## config.mk

```make
export PLATFORM = sky130hd
export DESIGN_NAME = branch_outcome_queue
export DESIGN_NICKNAME = d
export VERILOG_FILES = /design/src/rtl/branch_outcome_queue.sv
export SDC_FILE = /design/constraint.sdc
export NUM_CORES = 1
export LEC_CHECK = 0
export CORE_MARGIN = 2
export CORE_UTILIZATION = 25
export CTS_BUF_LIST = sky130_fd_sc_hd__clkbuf_2 sky130_fd_sc_hd__clkbuf_4 sky130_fd_sc_hd__clkbuf_8
export CTS_CLUSTER_DIAMETER = 40
export DETAILED_ROUTE_END_ITERATION = 8
export GPL_ROUTABILITY_DRIVEN = 1
export GPL_TIMING_DRIVEN = 0
export PLACE_DENSITY = 0.47
export SYNTH_ARGS = -nofsm -noshare
export SYNTH_HDL_FRONTEND = slang
export SYNTH_SLANG_ARGS = --single-unit
export TNS_END_PERCENT = 100
```

## constraint.sdc

```tcl
create_clock -name clock -period 4.7 [get_ports clock]
set_clock_uncertainty 0.2 [all_clocks]
set_input_delay 1.175 -clock clock [delete_from_list [all_inputs] [get_ports clock]]
set_output_delay 1.175 -clock clock [all_outputs]
set_load 0.01 [all_outputs]
```

## src/rtl/branch_outcome_queue.sv

```systemverilog
// branch_outcome_queue: buffers dual-port branch outcomes and replays one per cycle to the predictor
// Ports: clock/reset (async active-low); pushA/takenA (older) and pushB/takenB (younger) resolution inputs;
//        stall gates replay; transition/taken registered update pair; count/empty/full occupancy;
//        dropA/dropB registered one-cycle pulses for discarded pushes.
module branch_outcome_queue #(
    parameter int DEPTH = 4,
    parameter int CW    = $clog2(DEPTH) + 1
) (
    input  logic          clock,
    input  logic          reset,
    input  logic          pushA,
    input  logic          takenA,
    input  logic          pushB,
    input  logic          takenB,
    input  logic          stall,
    output logic          transition,
    output logic          taken,
    output logic [CW-1:0] count,
    output logic          empty,
    output logic          full,
    output logic          dropA,
    output logic          dropB
);
    localparam int AW = $clog2(DEPTH);
    logic [DEPTH-1:0] mem;
    logic [AW-1:0]    head, tail;
    logic [CW-1:0]    free;
    logic             pop, acc_a, acc_b;
    assign empty = count == '0;
    assign full  = count == CW'(DEPTH);
    // a same-edge pop frees its slot for incoming pushes
    always_comb begin
        pop   = !empty && !stall;
        free  = CW'(DEPTH) - count + CW'(pop);
        acc_a = pushA && free >= CW'(1);
        acc_b = pushB && free >= (acc_a ? CW'(2) : CW'(1));
    end
    always_ff @(posedge clock) begin
        if (acc_a) mem[tail] <= takenA;
        if (acc_b) mem[acc_a ? tail + AW'(1) : tail] <= takenB;
    end
    always_ff @(posedge clock or negedge reset) begin
        if (!reset) begin
            head       <= '0;
            tail       <= '0;
            count      <= '0;
            transition <= 1'b0;
            taken      <= 1'b0;
            dropA      <= 1'b0;
            dropB      <= 1'b0;
        end else begin
            head       <= head + AW'(pop);
            tail       <= tail + AW'(acc_a) + AW'(acc_b);
            count      <= count + CW'(acc_a) + CW'(acc_b) - CW'(pop);
            transition <= pop;
            taken      <= pop && mem[head];
            dropA      <= pushA && !acc_a;
            dropB      <= pushB && !acc_b;
        end
    end
endmodule

```

# Word level (Yosys, flattened, before mapping)
# Index checks and enable logic that the tools add are counted.
[word_totals]
output_inout_bits = 9
register_bits = 15
in_bits = 7
word_cells = 50
[classes]
mux = 12
n_reduce_logical = 13
order_cmp = 7
addsub = 9
n_eq_ne = 1
[op_table]
columns = ["operator", "n"]
rows = [
  ["$add 3x1->3", 3],
  ["$lt 2x3->1 const B", 3],
  ["$bwmux 4", 2],
  ["$logic_and 1x1->1", 8],
  ["$mux 4", 2],
  ["$add 2x1->2", 3],
  ["$demux 1 s2", 2],
  ["$ge 2x1->1 const B", 2],
  ["$logic_not 1->1", 4],
  ["$mux 2", 2],
  ["$eq 3x3->1 const B", 1],
  ["$ge 3x1->1 const B", 1],
  ["$ge 3x2->1", 1],
  ["$logic_not 3->1", 1],
  ["$mux 1", 3],
  ["$sub 3x1->3", 1],
  ["$sub 3x3->3 const A", 1],
  ["$add 2x1->2 const B", 1],
  ["$bmux 1 s2", 1],
]

# Logic depth before layout (Yosys ltp)
# Gate-level depths: netlist of the first run.
[logic_depth]
word_depth = 13
depth_mapped = 17
depth_no_buf = 17

# Least setup slack after synthesis of the first run
# Ideal clock, no wire load.
[synth_path]
kind = "input to register"
startpoint = "input stall"
endpoint = "register count[2]"
setup_ns = 0.130
cell_stages = 16
t_arrival_ns = 4.040
path_slack_ns = 0.331
path_cell_list = "or2_2 > ha_1 > inv_1 > ha_1 > nand2b_1 > o21ai_4 > ha_1 > nand2b_1 > a211oi_1 > nor2b_2 > inv_1 > fa_1 > inv_1 > fa_1 > xor2_1 > xnor2_1"
[synth_via]
elab_chain_len = 10
word_cells_on_any_way = 11
classes_between = "4 x add/sub; 2 x order compare; 1 x mux; 4 x reduce/logical"
[synth_lines]
columns = ["element", "line", "text"]
rows = [
  ["from (decl)", "15", "input logic stall,"],
  ["$logic_not 1->1 (*)", "33", "pop = !empty && !stall;"],
  ["$logic_and 1x1->1 (*)", "33", ""],
  ["$add 3x1->3", "34", "free = CW'(DEPTH) - count + CW'(pop);"],
  ["$ge 3x1->1", "35", "acc_a = pushA && free >= CW'(1);"],
  ["$logic_and 1x1->1", "35", ""],
  ["$mux 2", "36", "acc_b = pushB && free >= (acc_a ? CW'(2) : CW'(1));"],
  ["$ge 3x2->1", "36", ""],
  ["$logic_and 1x1->1", "36", ""],
  ["$add 3x1->3", "54", "count <= count + CW'(acc_a) + CW'(acc_b) - CW'(pop);"],
  ["$sub 3x1->3 (*)", "54", ""],
  ["to (signal assigned)", "54", ""],
  ["to (decl)", "18", "output logic [CW-1:0] count,"],
]
# Mark *: on every way between the ends. The rest lies on a longest branch, timed or not.

# Final worst setup path of the first run
# Ends and elaborated chain as after synthesis.

==> results of run 1 <==
sequential cells by signal (all words and copies together), names as in the netlist:
| name | count |
|---|---|
| mem | 4 |
| transition | 1 |
| head | 2 |
| taken | 1 |
| dropB | 1 |
| dropA | 1 |
| tail | 2 |
| count | 3 |
layout by cell type, fill, tap and decap left out:
master / synthesis / layout
and2_1: 2 / 2
mux2i_4: 1 / 1
inv_2: 0 / 1
nand3_1: 2 / 2
nand2_1: 4 / 4
xor2_2: 1 / 2
dfxtp_1: 4 / 4
nor3_2: 2 / 2
inv_1: 12 / 11
nor3_1: 2 / 2
a211oi_2: 0 / 1
or2_2: 1 / 1
nand2b_4: 0 / 1
clkdlybuf4s50_1: 0 / 15
clkinv_4: 1 / 1
o21ai_4: 1 / 1
buf_4: 0 / 2
fa_1: 3 / 3
nand2b_1: 2 / 1
xor2_1: 3 / 2
clkbuf_4: 0 / 3
dfrtp_1: 11 / 11
ha_1: 10 / 10
mux2i_1: 8 / 8
xnor2_1: 3 / 3
and3_1: 1 / 1
nor2b_2: 1 / 1
clkinv_2: 0 / 1
mux4_2: 1 / 1
area by class of cell:
cell class / count / area, sq um
Fill cell: 349 / 2230
Multi-Input combinational cell: 49 / 524
Sequential cell: 15 / 355
Timing Repair Buffer: 17 / 165
Tap cell: 46 / 57.6
Inverter: 13 / 53.8
Clock buffer: 3 / 22.5
Clock inverter: 1 / 5.00
power by group through the flow:
stage / clock, mW / sequential (mW) / combinational [mW]
3_3_place_gp: 0 / 0.255 / 0.482
2_1_floorplan: 0 / 0.254 / 0.352
5_1_grt: 0.0872 / 0.261 / 0.610
6_report: 0.0755 / 0.250 / 0.536
3_5_place_dp: 0 / 0.254 / 0.498
4_1_cts: 0.0810 / 0.251 / 0.514
critical path, delay by kind of cell:
family / cells / cell delay [ns]
compound gates: 2 / 0.40
xor+xnor: 2 / 0.29
fa+ha+maj: 5 / 1.22
buf+inv: 4 / 0.60
simple gates: 4 / 0.74
repair_timing:
| item | in CTS | in global routing |
|---|---|---|
| pin swaps | 0 | 2 |
| endpoints found under the hold margin | 0 | 0 |
| buffers inserted | 0 | 2 |
| endpoints found under the setup margin | 1 | 1 |
| resized for setup | 1 | 3 |
kinds of logic after synthesis:
group	after synthesis	share of synthesized area (%)
buf+inv	13	5.89
compound gates	2	2.60
fa+ha+maj	13	20.3
flops	15	38.9
mux	10	13.7
simple gates	17	11.1
xor+xnor	7	7.54
metrics by stage:
stage | worst slack, ns | util (%) | cell area [sq um] | hold slack (ns)
finish | 0.256 | 34.7 | 1180 | 0.283
global route | 0.0128 | 34.7 | 1180 | 0.313
CTS | 0.0499 | 33.8 | 1150 | 0.293
detailed placement | -0.354 | 32.8 | 1120 | 0.274
global placement | -0.318 | 32.8 | 1120 | 0.266
floorplan | 0.331 | - | 913 | 0.246
synth_stat cells (all sizes together):
cell type,instances,area (sq um)
a211oi,1,7.51
and2,2,12.5
and3,1,6.26
clkinv,1,8.76
dfrtp,11,275
dfxtp,4,80.1
fa,3,60.1
ha,10,125
inv,12,45.0
mux2i,9,103
mux4,1,22.5
nand2,4,15.0
nand2b,2,12.5
nand3,2,10.0
nor2b,1,8.76
nor3,4,30.0
o21ai,1,16.3
or2,1,6.26
xnor2,3,26.3
xor2,4,42.6
per-layer routing:
metal | GRT usage, % | vias to the layer above
li1 | - | 288
met1 | 10.0 | 265
met2 | 13.9 | 7
met3 | 1.04 | 2
met4 | 5.59 | 0
met5 | 0 | -
worst max path at each step:
stage	endpoint	start	slack, ns	depth (start not counted)
floorplan	count[2]$_DFF_PN0_	stall	0.33	16
global placement	count[2]$_DFF_PN0_	stall	-0.32	17
detailed placement	count[2]$_DFF_PN0_	stall	-0.35	17
CTS	count[2]$_DFF_PN0_	stall	0.05	17
global route	count[2]$_DFF_PN0_	stall	0.01	17
finish	count[2]$_DFF_PN0_	stall	0.26	17
==> run_results.csv, run 1 <==
group,metric,value,unit
grt,grt_max_degree,12,
layout,final_nets,119,
clock_tree,ctsHoldBuffers,0,
place,dpl.hpwl,1250,um
synth,syn_nets,97,
setup_path,critPathKind,"in -> reg",
layout,fin_cells,144,
detailed_routing,route.detailed.drc,0,
detailed_routing,wirelength,1550,um
sta,finalSetupViolations,0,
detailed_routing,drt-met1-wl,717,um
sta,tns,0,ns
setup_path,crit_slowest_cell,"fa_1",
detailed_routing,wl_met3,32,um
sta,max_freq,225,MHz
power,p_clk_share,8.8,%
setup_path,r2r_end,"count[2]$_DFF_PN0_",
worst_hold_path,min_to,"head[1]$_DFF_PN0_",
synth,ys_types,23,
setup_path,end_kind,"register",
place,port_buffers,15,
grt,antenna_found_initial,0,
clock_tree,cts_tree,"done",
place,gp_congestion,0.681,
power,vdd_drop_max,147,uV
clock_tree,clk_latency,0.29,ns
setup_path,timing.rr.start,"count[2]$_DFF_PN0_",
detailed_routing,dr.first_iter.drc_count,15,
floorplanning,die_h,64.4,um
power,p_per_area,728,nW/um^2
worst_hold_path,hp-class,"reg -> reg",
worst_hold_path,hp-start,"head[1]$_DFF_PN0_",
floorplanning,io_pins,16,
setup_path,cp_max_fo,4,
setup_path,ff2ff_path_depth,17,
detailed_routing,ant_nets,0,
power,switchingPower,358,uW
floorplanning,die_w,64.4,um
clock_tree,cts.clk_slew.worst_paths,0.10,ns
sta,hold_violations,0,
detailed_routing,met2RoutedLength,765,um
synth,syn_inst,77,
sta,fin_crit_sh,94.6,%
grt,grt_pass1_wl,2620,um
power,combinationalPowerShare,62.2,%
setup_path,regToRegSetupSlack,0.98,ns
floorplanning,row_count,21,
layout,drive_above_1_share,19.4,%
synth,synth-seq-area-share,38.9,%
sta,period_needed,4.44,ns
floorplanning,start_util,26.7,%
power,seqPwrFrac,29.0,%
detailed_routing,viasPerCell,3.90,
detailed_routing,dr_total_vias,562,
power,swShare,41.6,%
detailed_routing,highest_layer,"met4",
detailed_routing,drtPass1Iterations,2,
place,placed_cells,138,
power,p_leak,0.556,nW
clock_tree,htreeDepth,1,
synth,syn_avg_cell_area,11.9,sq um
sta,rsz0062_at_grt,"no",
power,power.total,862,uW
synth,netlist_area,913,sq um
setup_path,cp_slowest_stage_delay,0.40,ns
sta,report.final.slew_viol_count,0,
grt,grt_pass1_vias,593,
clock_tree,clockBufferDepth,2,
layout,syn2layout_area_growth,29.6,%
clock_tree,cts_num_sinks,15,
setup_path,cp-start-kind,"primary input",
floorplanning,die_area,4150,sq um
setup_path,critical_path_required,4.68,ns
floorplanning,core_area,3420,sq um
setup_path,cp.arrival,4.42,ns
grt,grt-ovfl-total,0,
layout,diodes,0,
sta,relSlewSlack,67.3,%
sta,tightest_slew,0.489,ns
synth,ys_ff_latch,15,
detailed_routing,wl_per_cell,10.8,um
clock_tree,cts-root-buf,"clkbuf_4",
setup_path,cp_cell_sequence,"clkdlybuf4s50_1 -> or2_2 -> ha_1 -> inv_1 -> ha_1 -> nand2b_4 -> o21ai_4 -> ha_1 -> nand2b_1 -> a211oi_2 -> nor2b_2 -> inv_2 -> fa_1 -> inv_1 -> fa_1 -> xor2_2 -> xnor2_1",
grt,grt_usage,8.35,%
run,maxCapViolCount,0,
setup_path,timing.critical_path.mode_cell,"ha_1",
clock_tree,cts_buffers,3,
synth,yosys_warnings,0,
status,status,"complete, no violations",
worst_hold_path,holdPathStages,1,
power,intPower,504,uW
No activity file was read; power rests on OpenSTA's default activity.
==> inputs of run 2 (changes only) <==
--- a/config.mk
+++ b/config.mk
@@ -6,13 +6,13 @@
 export NUM_CORES = 1
 export LEC_CHECK = 0
 export CORE_MARGIN = 2
-export CORE_UTILIZATION = 25
+export CORE_UTILIZATION = 48
 export CTS_BUF_LIST = sky130_fd_sc_hd__clkbuf_2 sky130_fd_sc_hd__clkbuf_4 sky130_fd_sc_hd__clkbuf_8
 export CTS_CLUSTER_DIAMETER = 40
 export DETAILED_ROUTE_END_ITERATION = 8
 export GPL_ROUTABILITY_DRIVEN = 1
 export GPL_TIMING_DRIVEN = 0
-export PLACE_DENSITY = 0.47
+export PLACE_DENSITY = 0.8
 export SYNTH_ARGS = -nofsm -noshare
 export SYNTH_HDL_FRONTEND = slang
 export SYNTH_SLANG_ARGS = --single-unit
==> constraint.sdc (replaced) <==
create_clock -name clock -period 3.9 [get_ports clock]
set_clock_uncertainty 0.2 [all_clocks]
set_input_delay 0.975 -clock clock [delete_from_list [all_inputs] [get_ports clock]]
set_output_delay 0.975 -clock clock [all_outputs]
set_load 0.01 [all_outputs]
==> run_results.csv, run 2 (same netlist as run 1, synthesis figures left out) <==
group,metric,value,unit
status,status,"complete, no violations",
place,dpl.hpwl,1260,um
place,port_buffers,15,
detailed_routing,viasPerCell,4.77,
setup_path,ff2ff_path_depth,17,
clock_tree,cts-root-buf,"clkbuf_4",
floorplanning,row_count,15,
detailed_routing,ant_nets,0,
setup_path,cp_slowest_stage_delay,0.32,ns
layout,fin_cells,128,
detailed_routing,route.detailed.drc,0,
sta,period_needed,3.82,ns
sta,layout_setup_ws,0.0814,ns
power,p_leak,0.586,nW
layout,final_util,70.1,%
clock_tree,clockBufferDepth,2,
clock_tree,ctsHoldBuffers,0,
detailed_routing,dr_total_vias,610,
sta,hold_violations,0,
setup_path,cp_max_fo,3,
sta,rsz0062_at_grt,"no",
grt,grt_pass1_vias,602,
power,power.total,1.15,mW
sta,report.final.slew_viol_count,0,
setup_path,cp.arrival,3.78,ns
clock_tree,htreeDepth,1,
run,maxCapViolCount,0,
setup_path,crit_slowest_cell,"fa_2",
layout,top_regs,"mem x4, count x3",
worst_hold_path,hp-class,"reg -> reg",
detailed_routing,drtPass1Iterations,4,
grt,grt_pass1_wl,2710,um
place,gp_congestion,0.763,
layout,syn2layout_area_growth,35.5,%
sta,fin_hold_ws,0.281,ns
floorplanning,die_w,47.6,um
floorplanning,start_util,51.8,%
grt,grt_usage,17.8,%
floorplanning,io_pins,16,
setup_path,end_kind,"register",
setup_path,timing.critical_path.mode_cell,"inv_2",
power,switchingPower,469,uW
place,placed_cells,117,
floorplanning,die_area,2270,sq um
clock_tree,cts_buffers,3,
clock_tree,clk_latency,0.29,ns
power,swShare,40.7,%
setup_path,cp_cell_sequence,"dlygate4sd2_1 -> or2_4 -> ha_4 -> inv_2 -> ha_4 -> nand2b_4 -> o21ai_4 -> ha_1 -> nand2b_4 -> a211oi_2 -> nor2b_2 -> inv_2 -> fa_2 -> inv_2 -> fa_2 -> xor2_1 -> xnor2_1",
grt,met2_usage,27.3,%
layout,final_common_cell,"clkdlybuf4s50_1",
grt,grt_max_degree,12,
sta,max_freq,262,MHz
power,p_clk_share,7.7,%
layout,top_register,"mem",
worst_hold_path,holdPathStages,1,
layout,largest_reg_flops,4,
sta,relSlewSlack,64.9,%
layout,drive_above_1_share,29.1,%
layout,nFillCells,136,
grt,met1_usage,23.9,%
sta,fin_crit_sh,97.9,%
detailed_routing,dr.first_iter.drc_count,1,
grt,grt_use_met3,7.92,%
place,place_ws,-0.567,ns
layout,diodes,0,
detailed_routing,wl_per_cell,13.0,um
setup_path,critical_path_required,3.86,ns
grt,grt-ovfl-total,0,
clock_tree,cts_tree,"done",
sta,tightest_slew,0.525,ns
grt,antenna_found_initial,0,
power,vdd_drop_max,502,uV
power,seqPwrFrac,27.3,%
detailed_routing,wirelength,1670,um
clock_tree,cts.clk_slew.worst_paths,0.08,ns
layout,final_nets,124,
floorplanning,core_area,1760,sq um
sta,finalSetupViolations,0,
floorplanning,die_h,47.6,um
power,combinationalPowerShare,65.0,%
power,p_per_area,932,nW/um^2
grt,grt-busiest-layer,"met2",
layout,layout_common_cells,"14 x clkdlybuf4s50_1, 11 x dfrtp_1, 9 x inv_1",
setup_path,critPathKind,"in -> reg",
clock_tree,cts_num_sinks,15,
power,intPower,684,uW
setup_path,cp-start-kind,"primary input",
-- run 2: cell count changes in the layout (fill, tap and decap cells not counted), moves of 2 or more --
cell    delta
buf_4      +5
ha_1       -2
ha_4       +2
xor2_2     -2
fa_1       -2
inv_1      -2
inv_2      +2
fa_2       +2
-- run 2: final cells by class --
class | count | area, sq um | share of cell area, %
repair buffers | 22 | 201 | 16.3
multi-input cells | 49 | 568 | 45.9
inverters | 13 | 53.8 | 4.35
well taps | 25 | 31.3 | 2.53
flip-flops and latches | 15 | 355 | 28.7
clock inverters | 1 | 5.00 | 0.404
clock buffers | 3 | 22.5 | 1.82
-- run 2: worst paths after layout --
check                                    from            endpoint  slack [ns]
min reg2reg                 head[1]$_DFF_PN0_   head[1]$_DFF_PN0_        0.28
max in group asynchronous               reset  count[2]$_DFF_PN0_        2.32
max reg2reg                count[2]$_DFF_PN0_  count[2]$_DFF_PN0_        0.33
min                         head[1]$_DFF_PN0_   head[1]$_DFF_PN0_        0.28
min in group asynchronous               reset     dropA$_DFF_PN0_        0.82
max                                     stall  count[2]$_DFF_PN0_        0.08
-- run 2: metal layers --
metal	up-vias	wire length [um]	part of all wire [%]
met2	12	865	52
met4	0	11	0.66
met1	290	720	43
met3	3	69	4.1
li1	305	-	-
met5	-	0	0
-- run 2: per-stage QoR --
stage / cell area (sq um) / setup TNS [ns]
after floorplan: 966 / -0.00115
after global placement: 1150 / -1.13
after detailed placement: 1150 / -1.24
after CTS: 1240 / 0
after global routing: 1240 / 0
final: 1240 / 0
-- run 2: power groups by stage --
stage,clock network (mW),registers (mW),logic [mW]
2_1_floorplan,0,0.309,0.507
6_report,0.0890,0.314,0.750
3_5_place_dp,0,0.313,0.680
3_3_place_gp,0,0.307,0.658
4_1_cts,0.0926,0.313,0.756
5_1_grt,0.102,0.322,0.830
-- run 2: timing repair --
item | in CTS | in global routing
endpoints found under the setup margin | 2 | 0
gates resized for setup | 2 | 0
setup buffers | 7 | 0
-- run 2: critical path, delay by kind of cell --
family	cells	cell delay [ns]
and+or+nand+nor	4	0.62
buffers and inverters	4	0.39
AOI/OAI and AO/OA	2	0.41
xor gates and xnor gates	2	0.28
adders and majority gates	5	1.11
==> inputs of run 3 (changes only) <==
--- a/config.mk
+++ b/config.mk
@@ -5,6 +5,7 @@
 export SDC_FILE = /design/constraint.sdc
 export NUM_CORES = 1
 export LEC_CHECK = 0
+export CORE_ASPECT_RATIO = 1.1
 export CORE_MARGIN = 2
 export CORE_UTILIZATION = 48
 export CTS_BUF_LIST = sky130_fd_sc_hd__clkbuf_2 sky130_fd_sc_hd__clkbuf_4 sky130_fd_sc_hd__clkbuf_8
@@ -16,4 +17,4 @@
 export SYNTH_ARGS = -nofsm -noshare
 export SYNTH_HDL_FRONTEND = slang
 export SYNTH_SLANG_ARGS = --single-unit
-export TNS_END_PERCENT = 100
+export TNS_END_PERCENT = 1
==> run_results.csv, run 3 (same netlist as run 1, synthesis figures left out) <==
group,metric,value,unit
sta,tns,0,ns
floorplanning,die_h,49.8,um
grt,grt_max_degree,12,
layout,multi_input_area,608,sq um
grt,met1_usage,24.3,%
setup_path,crit_slowest_cell,"fa_2",
setup_path,end_kind,"register",
grt,met2_usage,29.3,%
power,p_leak,0.599,nW
detailed_routing,ant_nets,0,
setup_path,cp_slowest_stage_delay,0.36,ns
layout,diodes,0,
clock_tree,cts.clk_slew.worst_paths,0.09,ns
sta,layout_setup_ws,0.0850,ns
power,p_per_area,990,nW/um^2
grt,grt_pass1_vias,667,
status,status,"complete, no violations",
place,place_ws,-0.606,ns
setup_path,critical_path_required,3.87,ns
sta,max_freq,262,MHz
clock_tree,cts_num_sinks,15,
layout,drive_above_1_share,33.3,%
layout,layout_common_cells,"14 x clkdlybuf4s50_1, 11 x dfrtp_1, 9 x inv_1",
grt,grt_use_met3,2.20,%
clock_tree,cts_tree,"done",
setup_path,cp_max_fo,2,
place,placed_cells,110,
sta,tightest_slew,0.519,ns
layout,largest_reg_flops,4,
setup_path,ff2ff_path_depth,17,
layout,top_regs,"mem x4, count x3",
floorplanning,die_area,2270,sq um
clock_tree,cts_buffers,3,
floorplanning,row_count,16,
place,gp_congestion,0.784,
sta,fin_crit_sh,97.8,%
clock_tree,clk_latency,0.28,ns
detailed_routing,dr_total_vias,605,
layout,final_nets,126,
grt,antenna_found_initial,0,
setup_path,critPathKind,"in -> reg",
detailed_routing,wirelength,1710,um
detailed_routing,dr.first_iter.drc_count,1,
setup_path,critical_path_cell_count,17,
setup_path,crit_family,"adder cells",
worst_hold_path,holdPathStages,1,
layout,nFillCells,131,
sta,finalSetupViolations,0,
setup_path,cp-start-kind,"primary input",
clock_tree,cts-root-buf,"clkbuf_4",
clock_tree,clockBufferDepth,2,
layout,syn2layout_area_growth,41.1,%
floorplanning,io_pins,16,
sta,relSlewSlack,65.3,%
worst_hold_path,hp-class,"reg -> reg",
layout,final_common_cell,"clkdlybuf4s50_1",
run,maxCapViolCount,0,
layout,top_register,"mem",
grt,grt-busiest-layer,"met2",
sta,report.final.slew_viol_count,0,
layout,fin_area,1290,sq um
place,dpl_cell_area,1140,sq um
setup_path,cp.arrival,3.78,ns
setup_path,path_buf_inv,4,
sta,hold_violations,0,
detailed_routing,viasPerCell,4.92,
detailed_routing,wl_per_cell,13.9,um
setup_path,cp_cell_sequence,"clkdlybuf4s15_1 -> or2_4 -> ha_4 -> inv_2 -> ha_4 -> nand2b_4 -> o21ai_4 -> ha_4 -> nand2b_4 -> a211oi_4 -> nor2b_2 -> inv_2 -> fa_2 -> inv_2 -> fa_2 -> xor2_2 -> xnor2_1",
layout,fin_cells,123,
sta,fin_hold_ws,0.299,ns
power,vdd_drop_max,626,uV
clock_tree,htreeDepth,1,
floorplanning,die_w,45.6,um
detailed_routing,route.detailed.drc,0,
place,port_buffers,15,
grt,grt_usage,18.1,%
layout,ff_latch_area,355,sq um
grt,grt_pass1_wl,2970,um
detailed_routing,drtPass1Iterations,3,
grt,grt-ovfl-total,0,
sta,period_needed,3.81,ns
floorplanning,start_util,51.3,%
place,dpl.hpwl,1200,um
floorplanning,core_area,1780,sq um
-- run 3: cell count changes in the layout (fill, tap and decap cells not counted), sizes merged --
cell / before / now
buf: 7 / 9
dlygate4sd2: 1 / 0
clkdlybuf4s15: 0 / 1
-- run 3: where the power goes --
group	switching (mW)	internal, mW	leakage (nW)
registers	0.0763	0.235	0.168
clock network	0.0511	0.0380	0.0177
logic	0.386	0.490	0.413
-- run 3: per-layer routing --
layer  up-vias  part of all wire [%]
met5         -                     0
met4         0                     0
met3         0                   2.1
met2         8                    54
met1       294                    44
li1        303                     -
-- run 3: path summary, 6_finish.rpt --
path / start / to / slack [ns]
worst min register to register: head[1]$_DFF_PN0_ / head[1]$_DFF_PN0_ / 0.30
max in group asynchronous: reset / head[1]$_DFF_PN0_ / 2.33
worst max-delay path: stall / count[2]$_DFF_PN0_ / 0.09
min in group asynchronous: reset / dropA$_DFF_PN0_ / 0.83
worst min-delay path: head[1]$_DFF_PN0_ / head[1]$_DFF_PN0_ / 0.30
worst max register to register: count[2]$_DFF_PN0_ / count[2]$_DFF_PN0_ / 0.23
-- run 3: stage by stage --
step	power [mW]	util [%]
detailed placement	0.989	63.9
CTS	1.17	68.8
global placement	0.963	63.9
floorplan	0.816	-
finish	1.28	72.3
global route	1.39	72.3
-- run 3: what timing repair did --
item                       CTS  global route
gates cloned                 0             0
pin swaps                    7             8
buffers inserted             5             4
hold buffers                 0             0
resized for setup            3             5
setup endpoints to repair    2             1
-- run 3: cell type report --
class	instances	area share, %
tap	18	1.75
inverter	13	4.17
timing repair buffer	24	17.2
clock buffer	3	1.75
sequential	15	27.6
multi-input combinational	49	47.2
clock inverter	1	0.388
